File: src/rtl/lcd1602_responder.sv
// HD44780-style 8-bit LCD write-bus responder: shadow DDRAM (32 cells), address counter, display flags.
// Transfer takes effect 2 clk after the first clk edge past lcd_en fall; transfers arriving while busy are dropped with a cmd_err pulse.
module lcd1602_responder #(
    parameter int BUSY_CYCLES = 2000,
    parameter int CLR_CYCLES  = 82000
) (
    input  logic       clk,
    input  logic       rst,
    input  logic       lcd_rs,
    input  logic       lcd_rw,
    input  logic       lcd_en,
    input  logic [7:0] lcd_data,
    input  logic [4:0] rd_addr,
    output logic [7:0] rd_char,
    output logic       disp_on,
    output logic       cursor_on,
    output logic       blink_on,
    output logic [6:0] cursor_pos,
    output logic       busy,
    output logic       cmd_err,
    output logic       init_done
);

    localparam int MAX_CYCLES = (CLR_CYCLES > BUSY_CYCLES) ? CLR_CYCLES : BUSY_CYCLES;
    localparam int CW = $clog2(MAX_CYCLES + 1);
    localparam logic [CW-1:0] BUSY_LOAD = CW'(BUSY_CYCLES - 1);
    localparam logic [CW-1:0] CLR_LOAD  = CW'(CLR_CYCLES - 1);

    typedef enum logic [1:0] {S_IDLE, S_EXEC, S_CLEAR} state_t;

    // Address counter walks 0x00-0x27 and 0x40-0x67; anything past column 0x27 folds to the line boundary.
    function automatic logic [6:0] ac_inc(input logic [6:0] a);
        if (a[5:0] >= 6'h27) return {~a[6], 6'h00};
        return a + 7'd1;
    endfunction

    function automatic logic [6:0] ac_dec(input logic [6:0] a);
        if (a[5:0] == 6'h00) return {~a[6], 6'h27};
        if (a[5:0] > 6'h27)  return {a[6], 6'h27};
        return a - 7'd1;
    endfunction

    logic       en_s1_q, en_s2_q, en_s3_q;
    logic       rs_s1_q, rs_s2_q;
    logic       rw_s1_q, rw_s2_q;
    logic [7:0] dat_s1_q, dat_s2_q;

    state_t          state_q, state_d;
    logic [CW-1:0]   cnt_q, cnt_d;
    logic [4:0]      clr_idx_q, clr_idx_d;
    logic [6:0]      ac_q, ac_d;
    logic            id_q, id_d;
    logic            s_q, s_d;
    logic            disp_q, disp_d;
    logic            cur_q, cur_d;
    logic            blink_q, blink_d;
    logic            busy_q, busy_d;
    logic            err_q, err_d;
    logic            init_q, init_d;
    logic [7:0]      mem_q [32];
    logic [7:0]      rd_char_q;

    logic            mem_we;
    logic [4:0]      mem_waddr;
    logic [7:0]      mem_wdat;
    logic            en_fall;

    assign en_fall = en_s3_q & ~en_s2_q;

    always_comb begin
        state_d   = state_q;
        cnt_d     = cnt_q;
        clr_idx_d = clr_idx_q;
        ac_d      = ac_q;
        id_d      = id_q;
        s_d       = s_q;
        disp_d    = disp_q;
        cur_d     = cur_q;
        blink_d   = blink_q;
        busy_d    = busy_q;
        err_d     = 1'b0;
        init_d    = init_q;
        mem_we    = 1'b0;
        mem_waddr = 5'd0;
        mem_wdat  = 8'h00;

        case (state_q)
            S_EXEC: begin
                if (cnt_q == '0) begin
                    state_d = S_IDLE;
                    busy_d  = 1'b0;
                end else begin
                    cnt_d = cnt_q - 1'b1;
                end
            end
            S_CLEAR: begin
                mem_we    = 1'b1;
                mem_waddr = clr_idx_q;
                mem_wdat  = 8'h20;
                clr_idx_d = clr_idx_q + 5'd1;
                if (clr_idx_q == 5'd31) begin
                    ac_d    = 7'h00;
                    id_d    = 1'b1;
                    state_d = S_EXEC;
                    cnt_d   = CLR_LOAD;
                end
            end
            default: ;
        endcase

        // busy_q is checked before the EXEC countdown clears it, so an edge coinciding with busy falling is dropped.
        if (en_fall && !rw_s2_q) begin
            if (busy_q) begin
                err_d = 1'b1;
            end else begin
                busy_d  = 1'b1;
                state_d = S_EXEC;
                cnt_d   = BUSY_LOAD;
                if (rs_s2_q) begin
                    if (ac_q[5:4] == 2'b00) begin
                        mem_we    = 1'b1;
                        mem_waddr = {ac_q[6], ac_q[3:0]};
                        mem_wdat  = dat_s2_q;
                    end
                    ac_d = id_q ? ac_inc(ac_q) : ac_dec(ac_q);
                end else begin
                    casez (dat_s2_q)
                        8'b1???????: ac_d = dat_s2_q[6:0];
                        8'b01??????: ;
                        8'b001?????: if (dat_s2_q[4] && dat_s2_q[3]) init_d = 1'b1;
                        8'b0001????: if (!dat_s2_q[3]) ac_d = dat_s2_q[2] ? ac_inc(ac_q) : ac_dec(ac_q);
                        8'b00001???: {disp_d, cur_d, blink_d} = dat_s2_q[2:0];
                        8'b000001??: {id_d, s_d} = dat_s2_q[1:0];
                        8'b0000001?: begin
                            ac_d  = 7'h00;
                            cnt_d = CLR_LOAD;
                        end
                        8'b00000001: begin
                            state_d   = S_CLEAR;
                            clr_idx_d = 5'd0;
                        end
                        default: ;
                    endcase
                end
            end
        end
    end

    always_ff @(posedge clk or negedge rst) begin
        if (!rst) begin
            en_s1_q   <= 1'b0;
            en_s2_q   <= 1'b0;
            en_s3_q   <= 1'b0;
            rs_s1_q   <= 1'b0;
            rs_s2_q   <= 1'b0;
            rw_s1_q   <= 1'b0;
            rw_s2_q   <= 1'b0;
            dat_s1_q  <= 8'h00;
            dat_s2_q  <= 8'h00;
            state_q   <= S_IDLE;
            cnt_q     <= '0;
            clr_idx_q <= 5'd0;
            ac_q      <= 7'h00;
            id_q      <= 1'b1;
            s_q       <= 1'b0;
            disp_q    <= 1'b0;
            cur_q     <= 1'b0;
            blink_q   <= 1'b0;
            busy_q    <= 1'b0;
            err_q     <= 1'b0;
            init_q    <= 1'b0;
            rd_char_q <= 8'h20;
            for (int i = 0; i < 32; i++) mem_q[i] <= 8'h20;
        end else begin
            en_s1_q   <= lcd_en;
            en_s2_q   <= en_s1_q;
            en_s3_q   <= en_s2_q;
            rs_s1_q   <= lcd_rs;
            rs_s2_q   <= rs_s1_q;
            rw_s1_q   <= lcd_rw;
            rw_s2_q   <= rw_s1_q;
            dat_s1_q  <= lcd_data;
            dat_s2_q  <= dat_s1_q;
            state_q   <= state_d;
            cnt_q     <= cnt_d;
            clr_idx_q <= clr_idx_d;
            ac_q      <= ac_d;
            id_q      <= id_d;
            s_q       <= s_d;
            disp_q    <= disp_d;
            cur_q     <= cur_d;
            blink_q   <= blink_d;
            busy_q    <= busy_d;
            err_q     <= err_d;
            init_q    <= init_d;
            rd_char_q <= mem_q[rd_addr];
            if (mem_we) mem_q[mem_waddr] <= mem_wdat;
        end
    end

    assign rd_char    = rd_char_q;
    assign disp_on    = disp_q;
    assign cursor_on  = cur_q;
    assign blink_on   = blink_q;
    assign cursor_pos = ac_q;
    assign busy       = busy_q;
    assign cmd_err    = err_q;
    assign init_done  = init_q;

endmodule

File: config.mk
export PLATFORM = sky130hd
export DESIGN_NAME = lcd1602_responder
export DESIGN_NICKNAME = d
export VERILOG_FILES = /design/src/rtl/lcd1602_responder.sv
export SDC_FILE = /design/constraint.sdc
export NUM_CORES = 1
export LEC_CHECK = 0
export ABC_CLOCK_PERIOD_IN_PS = 2500
export CELL_PAD_IN_SITES_DETAIL_PLACEMENT = 1
export CELL_PAD_IN_SITES_GLOBAL_PLACEMENT = 1
export CORE_MARGIN = 2
export CORE_UTILIZATION = 48
export CTS_BUF_LIST = sky130_fd_sc_hd__clkbuf_8
export DETAILED_ROUTE_END_ITERATION = 10
export GPL_ROUTABILITY_DRIVEN = 0
export GPL_TIMING_DRIVEN = 1
export PLACE_DENSITY_LB_ADDON = 0.25
export SETUP_SLACK_MARGIN = 0.2
export SLEW_MARGIN = 30
export SYNTH_ARGS = -nofsm -noshare
export SYNTH_HDL_FRONTEND = slang
export SYNTH_SLANG_ARGS = --single-unit
File: constraint.sdc
create_clock -name clk -period 2.5 [get_ports clk]
set_input_delay 0.5 -clock clk [delete_from_list [all_inputs] [get_ports clk]]
set_output_delay 0.5 -clock clk [all_outputs]
set_load 0.005 [all_outputs]
After elaboration in Yosys (flattened, before gate mapping)
Index checks and enable logic that the tools add are counted.
{ "op_classes": {"order_cmp": 5, "reduce_logical": 9, "bitwise": 7, "eq_ne": 9, "mux": 99, "add_sub_neg": 4} }
{ "ops": {"columns": ["cell", "count"], "rows": [
  ["$bwmux W256", 1],
  ["$mux W7", 17],
  ["$mux W17", 6],
  ["$mux W8", 7],
  ["$mux W5", 10],
  ["$mux W1", 46],
  ["$bmux W8 S5", 1],
  ["$demux W8 S5", 1],
  ["$pmux W17 S2", 1],
  ["$pmux W7 S3", 1],
  ["$ge A6 B6 Y1 const B", 3],
  ["$logic_not A17 Y1", 1],
  ["$sub A17 B1 Y17 const B", 1],
  ["$mux W2", 6],
  ["$not A5 Y6", 2],
  ["$eq A8 B1 Y1 const B", 1],
  ["$add A7 B1 Y7 const B", 1],
  ["$eq A7 B1 Y1 const B", 1],
  ["$sub A7 B1 Y7 const B", 1],
  ["$eq A6 B1 Y1 const B", 1],
  ["$gt A6 B6 Y1 const B", 1],
  ["$logic_not A6 Y1", 1],
  ["$lt A6 B1 Y1 const B", 1],
  ["$mux W6", 1],
  ["15 further kinds", 20]
]} }
{ "word_totals": {"input_bits": 18, "ff_bits": 325, "out_inout_bits": 21, "elab_cells": 186} }

Depth between registers and ports, before layout
{ "logic_depth": {"word_depth": 21, "ltp_mapped": 9, "depth_no_buf": 8} }

Worst setup path before layout
OpenSTA, ideal clock, no wires.
{ "synth_timing": {"path_type": "register to register", "startpoint": "register state_q[0]", "endpoint": "register mem_q[56] (netlist name)", "arrival_time_ns": 2.091, "setup_time_ns": 0.125, "path_stages_with_launch": 8, "n_path_buf": 0, "synth_period_minus_slack_ns": 2.216, "required_ns": 2.375, "slack_ns": 0.284, "path_cell_list": "dfrtp_1 inv_1 ha_1 ha_1 nor2_1 nand3_1 o31ai_4 mux2_2"} }
{ "synth_between": {"elab_chain_cells": 12, "elab_cells_between_ends": 18, "classes_between": "order compare (2); eq/ne (1); mux (13); bitwise (1); reduce/logical (1)"} }
{ "synth_rtl": {"columns": ["element", "line", "source"], "rows": [
  ["from (decl)", "48", "state_t state_q, state_d;"],
  ["from (signal assigned)", "184", "state_q <= state_d;"],
  ["$eq A2 B2 Y1 *", "87", "case (state_q)"],
  ["$mux W5", "87", null],
  ["$mux W5", "120", "if (ac_q[5:4] == 2'b00) begin"],
  ["$mux W5", "119", "if (rs_s2_q) begin"],
  ["$mux W5", "113", "if (busy_q) begin"],
  ["$mux W5", "112", "if (en_fall && !rw_s2_q) begin"],
  ["$not A5 Y6 (implied by the code)", "197", "if (mem_we) mem_q[mem_waddr] <= mem_wdat;"],
  ["$ge A6 B6 Y1 (implied by the code) or $lt A6 B1 Y1 (tied branches)", "197", null],
  ["$logic_and A1 B1 Y1 (implied by the code)", "197", null],
  ["$mux W8 (implied by the code)", "197", null],
  ["$demux W8 S5", "197", null],
  ["$bwmux W256", "197", null],
  ["to (signal, indexed assignment)", "197", null],
  ["to (decl)", "60", "logic [7:0] mem_q [32];"]
]} }
Every way passes the cells marked *; elsewhere a longest branch is shown, timed or not.
A chain may end at the register's enable or synchronous reset.

Worst setup path after layout
{ "layout_timing": {"startpoint": "register clr_idx_q[2]", "endpoint": "register cnt_q[2]"} }
{ "layout_between": {"elab_chain_cells": 5} }
{ "layout_rtl": {"columns": ["element", "line", "source"], "rows": [
  ["from (decl)", "50", "logic [4:0] clr_idx_q, clr_idx_d;"],
  ["from (signal assigned)", "186", "clr_idx_q <= clr_idx_d;"],
  ["$eq A5 B5 Y1 *", "101", "if (clr_idx_q == 5'd31) begin"],
  ["$mux W17 *", "101", null],
  ["$pmux W17 S2 *", "87", null],
  ["$mux W17", "113", null],
  ["$mux W17 *", "112", null],
  ["net cnt_d[2]", "49", "logic [CW-1:0] cnt_q, cnt_d;"],
  ["to (signal assigned)", "185", "cnt_q <= cnt_d;"],
  ["to (decl)", "49", null]
]} }
Mark *: on every way through the listed nets, which the timed path passes. The rest lies on a longest branch.

==> results.md <==
* RSZ-0062 raised after global routing: yes
* Total I/O pin count at 39
* Type of element launching the critical path: flop
* Max IR drop VDD at 0.000422 V
* Clock slew at the register clock pins of the worst setup and hold paths at approximately 0.06 ns
* P_sw at 0.00380 W
* Clock insertion delay at the later pin of the skew report at 0.63 ns
* Area contributors post-synth: sky130_fd_sc_hd__dfrtp_1 45%, sky130_fd_sc_hd__mux2_2 17%, sky130_fd_sc_hd__mux4_2 8.9%
* Number of diodes at 0
* Hold worst-path end: rs_s1_q$_DFF_PN0_
* Final critical path time including I/O delays and setup at 2.27 ns
* Final ANT Viol Nets at 0
* Cell depth of the worst flop-to-flop path at 7
* Highest achievable clock rate at between 400 and 500 MHz
* Final TNS setup at 0 ns
* Largest driver fanout on the critical path at 9
* Instance count of the mapped netlist at between 1000 and 1500
* Actual slew at the worst max-slew pin at 0.657 ns
* Synth Flop Type: sky130_fd_sc_hd__dfrtp_1
* Min-Delay Path Depth at 1
* Leak pwr at 8.75 nW
* Fraction of power consumed by sequential logic at 42.2%
* Via count of the first global-routing pass at 12100
* Count of maximum capacitance violations at 0
* Library cell with the highest instance count after synthesis: sky130_fd_sc_hd__dfrtp_1
* Fin nets at 1347
* Setup slack of the most critical reg-to-reg path at 0.23 ns
* Number of antenna violations at the first check in global routing at 0
* Synthesized flop and latch total at 325
* Detailed Route Iter0 Violations at 594
* Share of final-layout standard cells stronger than drive strength 1 at a little under half
* Switch share at between 20 and 30%
* Arrival time at the worst endpoint at 2.82 ns
* Slew headroom at 55.8%
* Detailed placement HPWL at 29.6 mm
* Crit-path leading delay family: compound AO/OA/AOI/OAI gates
* Power Density at 700 nW/µm²
* Internal Dissipation at 0.00971 W
* Final count of hold timing violations at 0
* Clk pwr share at 41.3%
* Port buffer count at 38
* Buffers plus inverters on the worst setup path at 0
* Area of the die at 35300 µm²
* Global-route usage over all layers at 25.9%
* Number of design rule violations left after detail routing at 0
* TritonCTS sink count at 325
* Clock tree from TritonCTS: done
* FP Rows at 67
* Total congestion overflow at 0
* Worst Hold Class: input pin to flop
* Final setup violation count at 0
* Total Routed Length at ~44 mm
* Crit Path Category: flop to flop
* Fraction of registers with async set/reset at 100%
* Beginning of the worst hold path: lcd_rs
* Area leader, netlist: sky130_fd_sc_hd__dfrtp_1
* Htree depth at 2
* Result of the run: completed
* Distinct cells, synth at 78
* Area added between synthesis and finish at 18.8%
* Wire length of the first global-routing pass at 70.7 mm
* Starting utilization of the core area at 48.6%
* Critical path, cell by cell: and3_1, ha_2, nand2_1, o21ai_0, nor2_1, a211oi_1, a311o_1
* Critical path's largest stage delay at 0.57 ns
* Synth Net Count at 1219
* Pin count of the biggest net entering global routing at 67
* Fraction of post-synthesis cell area in the top cell type by area at ~45%
* Reg-to-reg critical path endpoint: cnt_q[2]$_DFF_PN0_
* Final core area utilization at 57.7%
* Height of the die at 188 µm
* Total standard cell area after synthesis at 16200 µm²
* Maximum root-to-sink buffer count at 3
* Setup slack at placement at -0.0697 ns
* Combinational power share at about 17%
* Max Transition Viols Final at 0
* Final WS setup at 0.229 ns
* Period Utilization, post-route at 90.8%
* Overall via count from detail_route at ~11000
* Final standard cell area without fillers at roughly 19000 µm²
* Clock Tree Root: sky130_fd_sc_hd__clkbuf_8
* Total iterations of the first detailed-routing run at 5
* Critical Path Sink Type: flop
* Number of buffers inserted during clock tree synthesis at 56
* Worst clock skew at 0.0273 ns
* Commonest cells in the netlist: 291 x sky130_fd_sc_hd__dfrtp_1, 249 x sky130_fd_sc_hd__mux2_2, 64 x sky130_fd_sc_hd__mux4_2, 52 x sky130_fd_sc_hd__clkbuf_1, 45 x sky130_fd_sc_hd__nor2_1
* Count of flip-flops with a built-in enable after synthesis at 0
* Per-cell via count in the routed design at between 6 and 7
* Average wire per cell in the routed design at 24.5 µm
* Area of the core region at 33400 µm²
* Die extent in x at about 190 µm
* Syn Area/Cell at 13.6 µm²
* Critical path data required time at 3.05 ns
* Critical-path cell with the highest stage delay: sky130_fd_sc_hd__dfrtp_1
* Ys Warns at 0
* Placed Instance Area at approximately 18000 µm²
* RR Startpoint: clr_idx_q[2]$_DFF_PN0_
* Sequential-to-total area share from yosys stat at 50.3%
cell type report:
cell class / count / area, µm²
timing repair buffer: 154 / 1460
tap: 448 / 561
sequential: 325 / 8180
clock buffer: 76 / 1050
clock inverter: 28 / 272
multi-input combinational: 770 / 7730
inverter: 13 / 48.8
fill: 3229 / 14100
metal layers:
layer / vias to the layer above / routed length [µm] / GRT usage (%)
met4: 0 / 1260 / 9.12
met3: 77 / 1980 / 4.21
met1: 5807 / 19200 / 34.3
met2: 258 / 22000 / 43.3
li1: 4769 / - / -
met5: - / 0 / 0
flip-flops by register name (all words and copies together), names as in the netlist:
| name | flops |
|---|---|
| state_q | 2 |
| clr_idx_q | 5 |
| mem_q | 256 |
| rs_s2_q | 1 |
| rs_s1_q | 1 |
| dat_s1_q | 8 |
| busy | 1 |
| rd_char | 8 |
| rw_s2_q | 1 |
| rw_s1_q | 1 |
| cnt_q | 17 |
| disp_on | 1 |
| en_s1_q | 1 |
| en_s3_q | 1 |
| cursor_pos | 7 |
| init_done | 1 |
| cursor_on | 1 |
| cmd_err | 1 |
| en_s2_q | 1 |
| dat_s2_q | 8 |
| blink_on | 1 |
| id_q | 1 |
timing repair:
action                                  4_1_cts  5_1_grt
cloned                                        0        1
hold buffers                                  1        0
hold endpoints to repair                     37        0
pin swaps                                     3        2
endpoints found under the setup margin      146      191
resized for setup                            13       22
buffers inserted                              7        6
worst max path at each step:
stage	start	to	slack, ns	cells after the start
2_1_floorplan	state_q[0]$_DFF_PN0_	mem_q[56]$_DFFE_PN0P_	0.28	7
3_3_place_gp	state_q[0]$_DFF_PN0_	mem_q[50]$_DFFE_PN0P_	-0.03	7
3_5_place_dp	state_q[0]$_DFF_PN0_	mem_q[19]$_DFFE_PN0P_	-0.07	7
4_1_cts	cnt_q[0]$_DFF_PN0_	state_q[1]$_DFF_PN0_	0.21	7
5_1_grt	cnt_q[0]$_DFF_PN0_	cnt_q[2]$_DFF_PN0_	0.12	7
6_report	clr_idx_q[2]$_DFF_PN0_	cnt_q[2]$_DFF_PN0_	0.23	7
cells in the final DEF (no fill, tap or decap), types with 7 or more instances in the layout:
| cell type | Yosys | final |
|---|---|---|
| sky130_fd_sc_hd__dfrtp_1 | 291 | 286 |
| sky130_fd_sc_hd__mux2_2 | 249 | 249 |
| sky130_fd_sc_hd__buf_4 | 6 | 98 |
| sky130_fd_sc_hd__clkbuf_8 | 0 | 76 |
| sky130_fd_sc_hd__mux4_2 | 64 | 64 |
| sky130_fd_sc_hd__nor2_1 | 45 | 42 |
| sky130_fd_sc_hd__nand2_1 | 38 | 37 |
| sky130_fd_sc_hd__mux2i_1 | 35 | 35 |
| sky130_fd_sc_hd__dfstp_2 | 34 | 34 |
| sky130_fd_sc_hd__clkdlybuf4s50_1 | 0 | 33 |
| sky130_fd_sc_hd__nor3_1 | 30 | 30 |
| sky130_fd_sc_hd__inv_1 | 13 | 28 |
| sky130_fd_sc_hd__nand3_1 | 25 | 22 |
| sky130_fd_sc_hd__a21oi_1 | 20 | 20 |
| sky130_fd_sc_hd__o21ai_0 | 19 | 18 |
| sky130_fd_sc_hd__buf_12 | 1 | 17 |
| sky130_fd_sc_hd__a31oi_2 | 16 | 16 |
| sky130_fd_sc_hd__o31ai_4 | 12 | 12 |
| sky130_fd_sc_hd__and3_1 | 12 | 11 |
| sky130_fd_sc_hd__nand4_1 | 10 | 10 |
| sky130_fd_sc_hd__nand3_2 | 7 | 10 |
| sky130_fd_sc_hd__and2_1 | 9 | 9 |
| sky130_fd_sc_hd__or3_1 | 9 | 9 |
| sky130_fd_sc_hd__a221oi_1 | 9 | 9 |
| sky130_fd_sc_hd__a22o_1 | 9 | 9 |
| sky130_fd_sc_hd__nand3b_1 | 8 | 8 |
| sky130_fd_sc_hd__nor2b_1 | 10 | 8 |
| sky130_fd_sc_hd__mux2_4 | 8 | 8 |
| sky130_fd_sc_hd__nor4_1 | 7 | 7 |
| sky130_fd_sc_hd__a31oi_1 | 7 | 7 |
| sky130_fd_sc_hd__xor2_1 | 7 | 7 |
| sky130_fd_sc_hd__ha_1 | 9 | 7 |
| sky130_fd_sc_hd__clkinv_2 | 0 | 7 |
power by group through the flow:
stage / Sequential [W] / Clock, W / Combinational, W
2_1_floorplan: 0.00567 / 0 / 0.00117
3_3_place_gp: 0.00580 / 0 / 0.00195
3_5_place_dp: 0.00582 / 0 / 0.00199
4_1_cts: 0.00571 / 0.00571 / 0.00207
5_1_grt: 0.00572 / 0.00595 / 0.00242
6_report: 0.00569 / 0.00557 / 0.00224
kinds of logic (layout without fill, tap and decap cells):
family,Yosys count,count (layout),synth area share (%)
muxes,359,359,29.2
DFF,325,325,50.3
and+or+nand+nor,245,246,8.33
AOI/OAI and AO/OA,148,148,8.15
buffers and inverters,98,271,2.82
adders and majority gates,9,9,0.693
xor gates and xnor gates,8,8,0.431
per-stage QoR:
stage                     total power [W]  hold slack (ns)  std cells
after detailed placement          0.00781            0.337       1695
final                              0.0135            0.313       1814
after global placement            0.00775            0.333       1695
after floorplan                   0.00684            0.204       1192
after CTS                          0.0135            0.277       1807
after global routing               0.0141            0.292       1814
Power figures use the tool's default switching activity.
